[src/rtl/minmax_track_32_pkg.sv]
// minmax_pkg: shared state encoding and result reset constants for the min/max tracker
package minmax_pkg;
  typedef enum logic [1:0] {S_EMPTY, S_TRACK, S_DONE} state_e;
  localparam logic [31:0] MIN_RST = 32'hFFFF_FFFF;
  localparam logic [31:0] MAX_RST = 32'h0;
endpackage

[src/rtl/minmax_track_32_if.sv]
// minmax_track_32_if: sample stream in, framed min/max result out
interface minmax_track_32_if #(parameter int CNT_W = 16);
  logic [31:0]      data_in;
  logic             valid_in;
  logic             last_in;
  logic             ready_in;
  logic [31:0]      min_out;
  logic [31:0]      max_out;
  logic [CNT_W-1:0] min_idx;
  logic [CNT_W-1:0] max_idx;
  logic [CNT_W-1:0] count;
  logic             ovf;
  logic             valid_out;
  logic             ready_out;
  modport slave (
    input  data_in, valid_in, last_in, ready_out,
    output ready_in, min_out, max_out, min_idx, max_idx, count, ovf, valid_out
  );
  modport master (
    output data_in, valid_in, last_in, ready_out,
    input  ready_in, min_out, max_out, min_idx, max_idx, count, ovf, valid_out
  );
endinterface

[src/rtl/minmax_track_32_cmp.sv]
// minmax_track_32_cmp: 32-bit unsigned magnitude comparator
module minmax_track_32_cmp (
  input  logic [31:0] a_i,
  input  logic [31:0] b_i,
  output logic        lt_o,
  output logic        gt_o
);
  assign lt_o = a_i < b_i;
  assign gt_o = a_i > b_i;
endmodule

[src/rtl/minmax_track_32.sv]
// minmax_track_32: streaming running min/max tracker with framed handshaked result
module minmax_track_32
  import minmax_pkg::*;
#(
  parameter int CNT_W = 16
) (
  input  logic               clk,
  input  logic               rst_n,
  input  logic               clr_i,
  minmax_track_32_if.slave   s
);
  localparam logic [CNT_W-1:0] CNT_MAX = {CNT_W{1'b1}};
  localparam logic [CNT_W-1:0] CNT_ONE = {{(CNT_W-1){1'b0}}, 1'b1};
  state_e           state_q, state_d;
  logic [31:0]      min_q, min_d, max_q, max_d;
  logic [CNT_W-1:0] min_idx_q, min_idx_d, max_idx_q, max_idx_d, cnt_q, cnt_d;
  logic             ovf_q, ovf_d;
  logic             lt_min, gt_max, xfer, sat;
  minmax_track_32_cmp u_cmp_min (.a_i(s.data_in), .b_i(min_q), .lt_o(lt_min), .gt_o());
  minmax_track_32_cmp u_cmp_max (.a_i(s.data_in), .b_i(max_q), .lt_o(), .gt_o(gt_max));
  assign s.ready_in  = (state_q != S_DONE) && !clr_i;
  assign s.valid_out = state_q == S_DONE;
  assign s.min_out   = min_q;
  assign s.max_out   = max_q;
  assign s.min_idx   = min_idx_q;
  assign s.max_idx   = max_idx_q;
  assign s.count     = cnt_q;
  assign s.ovf       = ovf_q;
  assign xfer = s.valid_in && s.ready_in;
  assign sat  = cnt_q == CNT_MAX;
  // Next state: clear and result accept restore reset values; a transfer seeds or updates the running extremes
  always_comb begin
    state_d   = state_q;
    min_d     = min_q;
    max_d     = max_q;
    min_idx_d = min_idx_q;
    max_idx_d = max_idx_q;
    cnt_d     = cnt_q;
    ovf_d     = ovf_q;
    if (clr_i || (state_q == S_DONE && s.ready_out)) begin
      state_d   = S_EMPTY;
      min_d     = MIN_RST;
      max_d     = MAX_RST;
      min_idx_d = '0;
      max_idx_d = '0;
      cnt_d     = '0;
      ovf_d     = 1'b0;
    end else if (xfer) begin
      state_d = s.last_in ? S_DONE : S_TRACK;
      if (state_q == S_EMPTY) begin
        min_d     = s.data_in;
        max_d     = s.data_in;
        min_idx_d = '0;
        max_idx_d = '0;
        cnt_d     = CNT_ONE;
      end else begin
        min_d     = lt_min ? s.data_in : min_q;
        min_idx_d = lt_min ? cnt_q : min_idx_q;
        max_d     = gt_max ? s.data_in : max_q;
        max_idx_d = gt_max ? cnt_q : max_idx_q;
        cnt_d     = sat ? cnt_q : cnt_q + CNT_ONE;
        ovf_d     = ovf_q || sat;
      end
    end
  end
  // State and result registers, asynchronously reset to the empty-frame values
  always_ff @(posedge clk or negedge rst_n) begin
    if (!rst_n) begin
      state_q   <= S_EMPTY;
      min_q     <= MIN_RST;
      max_q     <= MAX_RST;
      min_idx_q <= '0;
      max_idx_q <= '0;
      cnt_q     <= '0;
      ovf_q     <= 1'b0;
    end else begin
      state_q   <= state_d;
      min_q     <= min_d;
      max_q     <= max_d;
      min_idx_q <= min_idx_d;
      max_idx_q <= max_idx_d;
      cnt_q     <= cnt_d;
      ovf_q     <= ovf_d;
    end
  end
endmodule

[src/flat_wrapper.sv]
// flat-port wrapper written by rule: the top's interface ports become plain ports
module minmax_track_32_flat import minmax_pkg::*;
#(
  parameter int CNT_W = 16
)
  (clk, rst_n, clr_i, s_data_in, s_valid_in, s_last_in, s_ready_out, s_ready_in, s_min_out, s_max_out, s_min_idx, s_max_idx, s_count, s_ovf, s_valid_out);
  minmax_track_32_if #(.CNT_W(CNT_W)) s_i ();
  input  logic clk;
  input  logic rst_n;
  input  logic clr_i;
  input wire logic [$bits(s_i.data_in)-1:0] s_data_in;
  input wire logic [$bits(s_i.valid_in)-1:0] s_valid_in;
  input wire logic [$bits(s_i.last_in)-1:0] s_last_in;
  input wire logic [$bits(s_i.ready_out)-1:0] s_ready_out;
  output wire logic [$bits(s_i.ready_in)-1:0] s_ready_in;
  output wire logic [$bits(s_i.min_out)-1:0] s_min_out;
  output wire logic [$bits(s_i.max_out)-1:0] s_max_out;
  output wire logic [$bits(s_i.min_idx)-1:0] s_min_idx;
  output wire logic [$bits(s_i.max_idx)-1:0] s_max_idx;
  output wire logic [$bits(s_i.count)-1:0] s_count;
  output wire logic [$bits(s_i.ovf)-1:0] s_ovf;
  output wire logic [$bits(s_i.valid_out)-1:0] s_valid_out;
  assign s_i.data_in = s_data_in;
  assign s_i.valid_in = s_valid_in;
  assign s_i.last_in = s_last_in;
  assign s_i.ready_out = s_ready_out;
  assign s_ready_in = s_i.ready_in;
  assign s_min_out = s_i.min_out;
  assign s_max_out = s_i.max_out;
  assign s_min_idx = s_i.min_idx;
  assign s_max_idx = s_i.max_idx;
  assign s_count = s_i.count;
  assign s_ovf = s_i.ovf;
  assign s_valid_out = s_i.valid_out;
  minmax_track_32 #(.CNT_W(CNT_W)) u_core (.clk(clk), .rst_n(rst_n), .clr_i(clr_i), .s(s_i));
endmodule
[config.mk]
export PLATFORM = sky130hd
export DESIGN_NAME = minmax_track_32_flat
export DESIGN_NICKNAME = d
export VERILOG_FILES = /design/src/rtl/minmax_track_32_pkg.sv /design/src/rtl/minmax_track_32_if.sv /design/src/rtl/minmax_track_32_cmp.sv /design/src/rtl/minmax_track_32.sv /design/src/flat_wrapper.sv
export SDC_FILE = /design/constraint.sdc
export NUM_CORES = 1
export LEC_CHECK = 0
export ABC_AREA = 1
export CORE_MARGIN = 2
export CORE_UTILIZATION = 38
export DETAILED_ROUTE_END_ITERATION = 10
export PLACE_DENSITY = 0.67
export SETUP_SLACK_MARGIN = 0.05
export SYNTH_ARGS = -nofsm -noshare
export SYNTH_HDL_FRONTEND = slang
export SYNTH_SLANG_ARGS = --single-unit
[constraint.sdc]
create_clock -name clk -period 3 [get_ports clk]
set_clock_uncertainty 0.15 [all_clocks]
set_input_delay 0.45 -clock clk [delete_from_list [all_inputs] [get_ports clk]]
set_output_delay 0.45 -clock clk [all_outputs]
set_load 0.005 [all_outputs]
==> impl_metrics.py <==
metrics = {
    "power": {
        "power.static_leakage_nw": 4.87,
        "peakVddDrop_mv": 0.481,
        "power-per-cell-area_nw_per_um2": 761,
        "switching_share": 0.366,
        "power_switching_w": 0.00261,
        "clkPwrFrac": 0.257,
        "total_power_w": 0.00714,
        "internal-power_w": 0.00453,
        "combPwrFrac": 0.408,
        "pwr-share-seq": 0.335,
    },
    "floorplanning": {
        "rows": 49,
        "die_area_um2": 19700,
        "fp.dieW_um": 140,
        "chipHeight_um": 140,
        "core_um2": 18100,
        "ioPinCount": 153,
        "start_util": 0.391,
    },
    "routing": {
        "final_antenna_net_count": 0,
        "drt-wirelength-per-cell_um": 15.4,
        "drt_wl_total_um": 20800,
        "vias_per_cell": 4.93,
        "drc": 0,
        "num_vias": 6689,
        "dr.pass1.iters": 5,
        "drt-initial-drc-count": 292,
    },
    "placed_design": {
        "dp_cells": 1324,
        "gp_congestion": 0.871,
        "dp_slack_ps": 133,
        "portBuffers": 152,
        "dpl_cell_area_um2": 8850,
        "dp_hpwl_um": 14800,
    },
    "yosys": {
        "synth-seq-cells": 115,
        "yosysUniqueCellTypes": 32,
        "synth_area_um2": 7070,
        "synth_nets": 1065,
        "seq_area_frac_synth": 0.413,
        "syn_inst": 963,
        "yosys_most_used_dff": "dfrtp_1",
        "syn_avg_cell_area_um2": 7.34,
        "ys.warnings.count": 0,
        "synth_enable_flop_cells": 0,
        "ys_async_sr_fraction": 1.00,
    },
    "cts": {
        "clock_sinks": 115,
        "clk_latency_ps": 420,
        "clk_pin_slew_worst_paths_ps": 50,
        "post-cts-setup-buffers": 0,
        "cts_tree": "yes",
        "clock_path_buffers": 2,
        "cts-resized-gates": 0,
        "root_buffer": "clkbuf_16",
        "cts_made_buffers": 17,
        "hold_buffers": 1,
        "h-tree-depth": 4,
    },
    "setup_path": {
        "path_buf_inv": 2,
        "endpoint_kind": "flip-flop",
        "cp_slowest_cell": "dfstp_2",
        "cpPeakStageDelay_ps": 540,
        "required_ps": 3150,
        "cp-start-kind": "flip-flop",
        "crit_top_cell": "nand2_1",
        "cp_max_fo": 27,
        "cp_top_family": "simple AND/OR/NAND/NOR gates",
        "worst_ep_arrival_time_ps": 2630,
        "path_class": "reg2reg",
        "cp_cell_sequence": "inv_1 -> ha_1 -> nand2_1 -> nor2_1 -> nand3_1 -> nor3_1 -> nand2_1 -> nand2_2 -> nand2_2 -> buf_4 -> nand2_1 -> nand2_1",
    },
    "sta": {
        "drv_slew": 0,
        "hold_violations": 0,
        "min_period_ps": 2480,
        "slew-limit-headroom": 0.579,
        "setup-tns-final_ps": 0,
        "tightest_slew_ps": 631,
        "fin_ws_ps": 516,
        "final-setup-viol-count": 0,
        "rsz0062_at_grt": "no",
        "fin_crit_sh": 0.828,
        "max_freq_ghz": 0.403,
    },
    "global_routing": {
        "grt_pass1_vias": 6416,
        "grt_max_degree": 58,
        "grt_pass1_wl_um": 33500,
        "grt-ovfl-total": 0,
        "antenna_found_initial": 1,
        "grt_use_total": 0.215,
    },
    "final_layout": {
        "drive_gt1_frac": 0.0851,
        "instances_no_fill": 1357,
        "fin_nets": 1217,
        "diodes": 0,
        "fill_cells": 1748,
        "fin_area_um2": 9380,
        "area_delta_synth_final_pct": 32.7,
    },
    "worst_hold_path": {
        "hold_path_class": "reg2reg",
    },
    "flow_run": {
        "max_cap_violations": 0,
    },
    "status": {
        "outcome": "completed",
    },
}
-- metal layers --
layer	wire [um]	vias to the layer above	share of wire	GRT usage
met4	408	2	0.020	0.0643
met3	1390	28	0.067	0.0550
li1	-	3330	-	-
met2	9610	224	0.46	0.353
met1	9420	3105	0.45	0.282
met5	11	-	0.00053	0
-- worst paths after layout --
kind                                                        from                                to  slack, ps  cells after the start
worst max-delay path            u_core.s.min_out[31]$_DFFE_PN1P_   u_core.s.min_idx[3]$_DFFE_PN0P_        520                     12
min in group asynchronous                                  rst_n  u_core.s.max_out[19]$_DFFE_PN0P_        450                      2
worst min-delay path            u_core.s.min_out[19]$_DFFE_PN1P_  u_core.s.min_out[19]$_DFFE_PN1P_        350                      2
worst max register to register  u_core.s.min_out[31]$_DFFE_PN1P_   u_core.s.min_idx[3]$_DFFE_PN0P_        520                     12
worst min register to register  u_core.s.min_out[19]$_DFFE_PN1P_  u_core.s.min_out[19]$_DFFE_PN1P_        350                      2
max in group asynchronous                                  rst_n  u_core.s.min_out[25]$_DFFE_PN1P_       1450                      3
-- cell families after synthesis --
logic type | after synthesis | share of synthesized area
DFF | 115 | 0.413
adders and majority gates | 64 | 0.113
and+or+nand+nor | 538 | 0.316
xor gates and xnor gates | 1 | 0.00124
buffers and inverters | 179 | 0.106
AOI/OAI and AO/OA | 66 | 0.0515
-- power by group through the flow --
stage	Combinational [W]	Sequential, W	Clock, W
floorplan	0.00159	0.00235	0
global placement	0.00286	0.00241	0
detailed placement	0.00292	0.00242	0
CTS	0.00294	0.00240	0.00186
global route	0.00328	0.00244	0.00194
finish	0.00291	0.00239	0.00183
-- sequential cells by signal, summed over array words and instances, names as in the netlist --
register / cells
u_core.s.max_idx: 16
u_core.state_q: 2
u_core.s.ovf: 1
u_core.s.count: 16
u_core.s.min_idx: 16
u_core.s.max_out: 32
u_core.s.min_out: 32
-- layout by cell type (no fill, tap or decap), types with 3 or more instances in the layout --
cell type / count
a21oi_1: 36
a22oi_1: 3
buf_4: 20
clkbuf_1: 6
clkbuf_16: 17
clkbuf_8: 4
clkdlybuf4s50_1: 151
clkinv_2: 5
dfrtp_1: 83
dfstp_2: 32
ha_1: 64
inv_1: 135
inv_2: 3
nand2_1: 319
nand2_2: 8
nand3_1: 112
nand4_1: 7
nor2_1: 77
nor3_1: 10
o21a_1: 3
o21ai_0: 14
-- synth_stat cells (all sizes together) (7+ instances only) --
| cell | n | share of area |
|---|---|---|
| nor2 | 78 | 0.042 |
| dfrtp | 83 | 0.29 |
| nor3 | 11 | 0.0085 |
| clkbuf | 12 | 0.0064 |
| dfstp | 32 | 0.12 |
| nand2 | 329 | 0.18 |
| ha | 64 | 0.11 |
| nand4 | 7 | 0.0062 |
| buf | 29 | 0.026 |
| o21ai | 17 | 0.013 |
| inv | 138 | 0.073 |
| nand3 | 112 | 0.079 |
| a21oi | 36 | 0.025 |
-- metrics by stage --
step,hold WS (ps),utilization
3_3_place_gp,336,0.489
6_report,346,0.519
4_1_cts,348,0.519
3_5_place_dp,340,0.489
5_1_grt,362,0.519
2_1_floorplan,4.41,-
-- cell type report --
class	instances	area [um2]	area share
Multi-Input combinational cell	669	3420	0.365
Sequential cell	115	2920	0.311
Timing Repair Buffer	174	1710	0.182
Inverter	138	518	0.0552
Clock buffer	27	503	0.0536
Tap cell	229	287	0.0305
Clock inverter	5	25.0	0.00267
-- tightest hold or removal path: cells and delay by family, from the launching register on --
| family | cells | cell delay, ps |
|---|---|---|
| flops | 1 | 370 |
| simple gates | 2 | 120 |
Power figures use the tool's default switching activity.
